===== config.mk =====
export PLATFORM = sky130hd
export DESIGN_NAME = cmp_share_arbiter
export DESIGN_NICKNAME = d
export VERILOG_FILES = /design/src/rtl/cmp_pkg.sv /design/src/rtl/cmp_core.sv /design/src/rtl/cmp_share_arbiter.sv
export SDC_FILE = /design/constraint.sdc
export NUM_CORES = 1
export LEC_CHECK = 0
export CAP_MARGIN = 40
export CORE_ASPECT_RATIO = 0.6
export CORE_MARGIN = 5
export CORE_UTILIZATION = 35
export CTS_BUF_LIST = sky130_fd_sc_hd__clkbuf_16
export DETAILED_ROUTE_END_ITERATION = 12
export DONT_BUFFER_PORTS = 1
export GPL_ROUTABILITY_DRIVEN = 0
export PLACE_DENSITY = 0.61
export SYNTH_ARGS = -nofsm -noshare
export SYNTH_HDL_FRONTEND = slang
export SYNTH_HIERARCHICAL = 1
export SYNTH_SLANG_ARGS = --single-unit
export TNS_END_PERCENT = 20

===== constraint.sdc =====
create_clock -name clk -period 3.98 [get_ports clk]
set_input_delay 0.995 -clock clk [delete_from_list [all_inputs] [get_ports clk]]
set_output_delay 0.995 -clock clk [all_outputs]
set_load 0.03 [all_outputs]

===== src/rtl/cmp_pkg.sv =====
// Shared types and constants for the shared-comparator arbiter slice.
package cmp_pkg;

    localparam int DEF_WIDTH   = 4;
    localparam int DEF_NUM_REQ = 4;

    localparam logic [1:0] ST_IDLE = 2'd0;
    localparam logic [1:0] ST_EXEC = 2'd1;
    localparam logic [1:0] ST_RESP = 2'd2;

    typedef enum logic [1:0] {
        S_IDLE = ST_IDLE,
        S_EXEC = ST_EXEC,
        S_RESP = ST_RESP
    } state_t;

    typedef struct packed {
        logic gt;
        logic eq;
        logic lt;
    } cmp_flags_t;

endpackage


===== src/rtl/cmp_core.sv =====
// Purely combinational unsigned magnitude comparator with one-hot gt/eq/lt.
module cmp_core
    import cmp_pkg::*;
#(
    parameter int WIDTH = DEF_WIDTH
) (
    input  logic [WIDTH-1:0] a,
    input  logic [WIDTH-1:0] b,
    output logic             gt,
    output logic             eq,
    output logic             lt
);

    assign gt = (a > b);
    assign eq = (a == b);
    assign lt = (a < b);

endmodule


===== src/rtl/cmp_share_arbiter.sv =====
// Round-robin arbiter sharing one comparator between NUM_REQ requesters,
// returning tagged one-hot flags over a valid/ready response channel.
module cmp_share_arbiter
    import cmp_pkg::*;
#(
    parameter int WIDTH   = DEF_WIDTH,
    parameter int NUM_REQ = DEF_NUM_REQ,
    parameter int IDW     = $clog2(NUM_REQ)
) (
    input  logic                     clk,
    input  logic                     rst,
    input  logic [NUM_REQ-1:0]       req_valid,
    input  logic [NUM_REQ*WIDTH-1:0] req_a,
    input  logic [NUM_REQ*WIDTH-1:0] req_b,
    output logic [NUM_REQ-1:0]       req_ready,
    output logic                     rsp_valid,
    input  logic                     rsp_ready,
    output logic [IDW-1:0]           rsp_id,
    output logic                     rsp_gt,
    output logic                     rsp_eq,
    output logic                     rsp_lt,
    output logic [7:0]               op_count
);

    logic [WIDTH-1:0] a_arr [NUM_REQ];
    logic [WIDTH-1:0] b_arr [NUM_REQ];

    generate
        for (genvar gi = 0; gi < NUM_REQ; gi++) begin : g_unpack
            assign a_arr[gi] = req_a[gi*WIDTH +: WIDTH];
            assign b_arr[gi] = req_b[gi*WIDTH +: WIDTH];
        end
    endgenerate

    state_t           state_reg;
    logic [IDW-1:0]   rr_ptr_reg;
    logic [IDW-1:0]   grant_reg;
    logic [IDW-1:0]   rsp_id_reg;
    logic [WIDTH-1:0] op_a_reg;
    logic [WIDTH-1:0] op_b_reg;
    cmp_flags_t       flags_reg;
    logic             rsp_valid_reg;
    logic [7:0]       op_count_reg;

    logic             grant_found;
    logic [IDW-1:0]   grant_idx;
    logic [IDW-1:0]   rr_ptr_next;
    logic [IDW:0]     cand;
    logic             core_gt;
    logic             core_eq;
    logic             core_lt;

    // Search upward from rr_ptr with wrap; one extra bit keeps the sum exact
    // for non-power-of-two NUM_REQ.
    always_comb begin
        grant_found = 1'b0;
        grant_idx   = '0;
        cand        = '0;
        for (int k = 0; k < NUM_REQ; k++) begin
            cand = {1'b0, rr_ptr_reg} + (IDW+1)'(k);
            if (cand >= (IDW+1)'(NUM_REQ)) begin
                cand = cand - (IDW+1)'(NUM_REQ);
            end
            if (!grant_found && req_valid[cand[IDW-1:0]]) begin
                grant_found = 1'b1;
                grant_idx   = cand[IDW-1:0];
            end
        end
    end

    // Grant is withheld during reset so no producer sees a phantom transfer.
    always_comb begin
        req_ready = '0;
        if (!rst && state_reg == S_IDLE && grant_found) begin
            req_ready[grant_idx] = 1'b1;
        end
    end

    assign rr_ptr_next = (grant_reg == IDW'(NUM_REQ - 1)) ? '0 : grant_reg + 1'b1;

    cmp_core #(.WIDTH(WIDTH)) u_core (
        .a  (op_a_reg),
        .b  (op_b_reg),
        .gt (core_gt),
        .eq (core_eq),
        .lt (core_lt)
    );

    always_ff @(posedge clk) begin
        if (rst) begin
            state_reg     <= S_IDLE;
            rr_ptr_reg    <= '0;
            grant_reg     <= '0;
            rsp_id_reg    <= '0;
            op_a_reg      <= '0;
            op_b_reg      <= '0;
            flags_reg     <= '0;
            rsp_valid_reg <= 1'b0;
            op_count_reg  <= '0;
        end else begin
            case (state_reg)
                S_IDLE: begin
                    if (grant_found) begin
                        op_a_reg  <= a_arr[grant_idx];
                        op_b_reg  <= b_arr[grant_idx];
                        grant_reg <= grant_idx;
                        state_reg <= S_EXEC;
                    end
                end
                S_EXEC: begin
                    flags_reg     <= {core_gt, core_eq, core_lt};
                    rsp_id_reg    <= grant_reg;
                    rsp_valid_reg <= 1'b1;
                    state_reg     <= S_RESP;
                end
                S_RESP: begin
                    // Pointer moves only on acceptance, so a stalled response
                    // cannot starve the requester behind it.
                    if (rsp_ready) begin
                        rsp_valid_reg <= 1'b0;
                        rr_ptr_reg    <= rr_ptr_next;
                        op_count_reg  <= op_count_reg + 8'd1;
                        state_reg     <= S_IDLE;
                    end
                end
                default: state_reg <= S_IDLE;
            endcase
        end
    end

    assign rsp_valid = rsp_valid_reg;
    assign rsp_id    = rsp_id_reg;
    assign rsp_gt    = flags_reg.gt;
    assign rsp_eq    = flags_reg.eq;
    assign rsp_lt    = flags_reg.lt;
    assign op_count  = op_count_reg;

endmodule


==> results summary <==
The post-CTS setup-driven buffer insertion count is 0. The final wirelength came out at around 3.2 mm. The total of flip-flops plus latches after synthesis came out at 28. The layout cell share with drive strength beyond 1 came out at 0.0741. The register with the most flip-flops in the layout has 8 of them. The net switching component of the power is approximately 0.00019 W.

The total of hold buffers inserted after clock tree synthesis came out at 0. The non-filler instance count after layout is between 200 and 250. The power density over the cells is about 430 nW/um^2. For this run, the top clock speed supported by timing is 297 MHz. The number of max-slew violations in the final report came out at 0. In this run the critical register-to-register path is captured at op_a_reg[0]$_SDFFE_PP0P_. The worst-case reg-to-reg path depth came out at 6.

The count of cells resized by post-cts repair is 0. Summed over all nets, the half-perimeter wirelength after detailed placement is 2.61 mm. The most used flip-flop cell after synthesis is sky130_fd_sc_hd__dfxtp_1. The instance count on the critical path is 5.

The via count of the first global-routing pass is slightly above 1000. For the pin with the worst max-slew slack, the measured transition is just over 600 ps. The critical path goes through nor2b_1, o21a_1, nor3_1, nand2_1, nor2_1. In this run the critical register-to-register path is launched from rr_ptr_reg[0]$_SDFFE_PP0P_. The number of nets handed over by synthesis was slightly above 200. Of the total power, the clock network draws 0.325. Setup repair after global routing left no endpoint under its margin. The number of I/O port buffers came out at 0. The flow ran to the end, and the final reports show no timing, DRC or antenna violations. STA classifies the critical path startpoint as an input pin. The synthesized instance count is around 160. The initial antenna violation count is 0.

The leakage power summed over all cells is 0.615 nW. The number of setup violations in the final report is 0. The clock tree from TritonCTS is yes.

Global routing finished with a remaining overflow of 0. The layout net count is 208. In this run the deepest clock path goes through 2 buffers. The clock drives 28 sinks. The sequential cell area fraction in the yosys report is 0.381. The average vias per placed instance is between 4 and 5. The effective utilization at floorplan is 0.361. The number of buffers inserted during clock tree synthesis is 3.

The combinational group share of total power came out at 0.194. The root buffer cell is sky130_fd_sc_hd__clkbuf_16. The worst setup path is captured at an output pin. The required time of the critical path is just under 3000 ps. The first TritonRoute pass finished after 4 iterations.

The worst relative slew slack came out at 0.586. The pin count of the biggest net entering global routing is 22. The remaining antenna violation count after routing is 0. The setup TNS is 0 ps. The total die area came out at roughly 5600 sq um. The clock-pin slew on the worst setup and hold paths came out at ~70 ps. The internal power contribution is between 0.0005 and 0.0006 W. Overall power consumption after layout is estimated at roughly 0.00069 W.

Tracing the worst setup path back leads to its startpoint at req_valid[2]. The area growth from synthesis to layout is 9.01%. The max-cap violation count came out at 0. The post-route DRC violation count came out at 0. The switching power as a share of total power came out at 0.276. The number of top-level pins is 57. At the later pin of the worst-skew pair, clock insertion delay measures approximately 260 ps. The die is between 60 and 70 um tall. The average cell area after synthesis came out at between 9 and 10 sq um. For this block, the via count after detailed routing is 1104. The type of the most critical hold path is reg2reg. Of all nets on the critical path, the largest fanout is 10.

Hold is met by approximately 470 ps. The worst register-to-register path has a setup slack of 2130 ps. The Yosys warning count came out at 6.

The worst setup path is of the in2out kind. The proportion of synthesized flip-flops having asynchronous set or reset is 0. The slowest stage of the critical path belongs to the cell sky130_fd_sc_hd__nor2_1. The number of buffers and inverters on the critical path is 0.

The first-iteration detailed-routing DRC count came out at 35. The share of the clock period used by the worst path after layout is 0.846. CTS built an H-tree with a depth of 1.

In the final routed layout, each cell accounts on average for 14.4 um. The largest incremental delay on the critical path came out at approximately 510 ps. The final-report hold violation count came out at 0. In this run the most critical hold path is launched from op_a_reg[0]$_SDFFE_PP0P_. In this run the core area contains 18 standard-cell rows. The clock period could shrink to ~3400 ps. The kind of cell adding the most delay to the critical path is simple AND/OR/NAND/NOR gates. The signal arrival time at the worst endpoint came out at about 2400 ps. The critical path ends at req_ready[1].

The global-route wire length before repair came out at around 4.9 mm. The die outline width came out at between 90 and 100 um. The global router's overall resource usage came out at 0.113. The maximum vdd drop is ~0.00017 V. The clock skew is ~3.6 ps. The synthesized cell area came out at around 1500 sq um. Including well taps, the total number of placed cells is ~220. Measured on the finished design, the core utilization comes to 0.393. The sequential group share of total power is 0.480. Yosys mapped the design onto 35 distinct sky130hd cell types. The number of synthesized flops with an enable pin is 0.

The core area came out at roughly 4100 sq um. 0 antenna diodes ended up in the layout.
stage by stage:
step                      instance area, sq um  worst slack [ps]
after floorplan                           1470               803
after global placement                    1530               631
after detailed placement                  1530               600
after CTS                                 1600               610
after global routing                      1600               480
final                                     1600               614
layout by cell type, fill, tap and decap left out, drive strengths merged:
| cell type | Yosys | final |
|---|---|---|
| a211oi | 1 | 1 |
| a21oi | 7 | 7 |
| a22oi | 1 | 1 |
| and2 | 1 | 1 |
| and2b | 1 | 1 |
| and3 | 1 | 1 |
| buf | 4 | 3 |
| clkbuf | 3 | 3 |
| clkinv | 0 | 1 |
| dfxtp | 28 | 28 |
| ha | 6 | 6 |
| inv | 6 | 6 |
| mux2i | 22 | 22 |
| nand2 | 16 | 16 |
| nand2b | 3 | 3 |
| nand3 | 3 | 3 |
| nand3b | 1 | 1 |
| nand4 | 2 | 2 |
| nor2 | 27 | 27 |
| nor2b | 5 | 5 |
| nor3 | 2 | 2 |
| nor3b | 2 | 2 |
| o21a | 1 | 1 |
| o21ai | 1 | 1 |
| o21bai | 1 | 1 |
| o221ai | 8 | 8 |
| o32a | 1 | 1 |
| o41ai | 1 | 1 |
| xnor2 | 1 | 1 |
| xor2 | 6 | 6 |
area by class of cell:
class	instances	area (sq um)
clock inverter	1	3.75
inverter	6	22.5
tap	60	75.1
multi-input combinational	121	845
sequential	28	561
timing repair buffer	3	22.5
fill	418	2470
clock buffer	3	75.1
worst register-to-register path: stages (launching register included):
cell                       delay, ps
sky130_fd_sc_hd__dfxtp_1         350
sky130_fd_sc_hd__nand2b_1        130
sky130_fd_sc_hd__and2b_4         140
sky130_fd_sc_hd__o32a_1          370
sky130_fd_sc_hd__buf_4           320
sky130_fd_sc_hd__mux2i_1         280
sky130_fd_sc_hd__o221ai_1        130
power by group through the flow:
stage	clock network [W]	registers [W]	logic [W]
2_1_floorplan	0	0.000334	0.000123
3_3_place_gp	0	0.000339	0.000132
3_5_place_dp	0	0.000340	0.000136
4_1_cts	0.000232	0.000334	0.000137
5_1_grt	0.000244	0.000337	0.000151
6_report	0.000226	0.000334	0.000135
cell families after synthesis:
family | Yosys count | synth area share
AO/OA/AOI/OAI | 22 | 0.123
adder cells (fa/ha/maj) | 6 | 0.0510
AND/OR/NAND/NOR | 64 | 0.208
flip-flops | 28 | 0.381
multiplexers | 22 | 0.150
XOR/XNOR | 7 | 0.0417
buffers and inverters | 13 | 0.0451
Yosys cell counts (all sizes together) (2+ instances only):
cell type  count  area share
o221ai         8       0.048
inv            6       0.015
nand4          2      0.0085
nand2         16       0.041
buf            4       0.021
mux2i         22        0.15
nor3b          2       0.014
nor3           2      0.0068
dfxtp         28        0.38
nor2          27       0.069
a21oi          7       0.026
nand2b         3       0.013
clkbuf         3      0.0085
nand3          3       0.010
nor2b          5       0.026
xor2           6       0.036
ha             6       0.051
metal layers:
metal,global-route usage,wire (um),up-vias
li1,-,-,562
met1,0.134,1320,513
met2,0.179,1590,27
met3,0.0528,280,2
met4,0.0432,4,0
met5,0,0,-
how the worst min path moves through the flow:
stage                     cells after the start  slack, ps                       end
final                                         2        470  op_a_reg[0]$_SDFFE_PP0P_
after global routing                          2        510  op_b_reg[2]$_SDFFE_PP0P_
after CTS                                     2        470  op_a_reg[0]$_SDFFE_PP0P_
after detailed placement                      2        450  op_a_reg[0]$_SDFFE_PP0P_
after global placement                        2        450  op_a_reg[0]$_SDFFE_PP0P_
after floorplan                               2        430  op_a_reg[0]$_SDFFE_PP0P_
(Power assumes the default switching activity.)
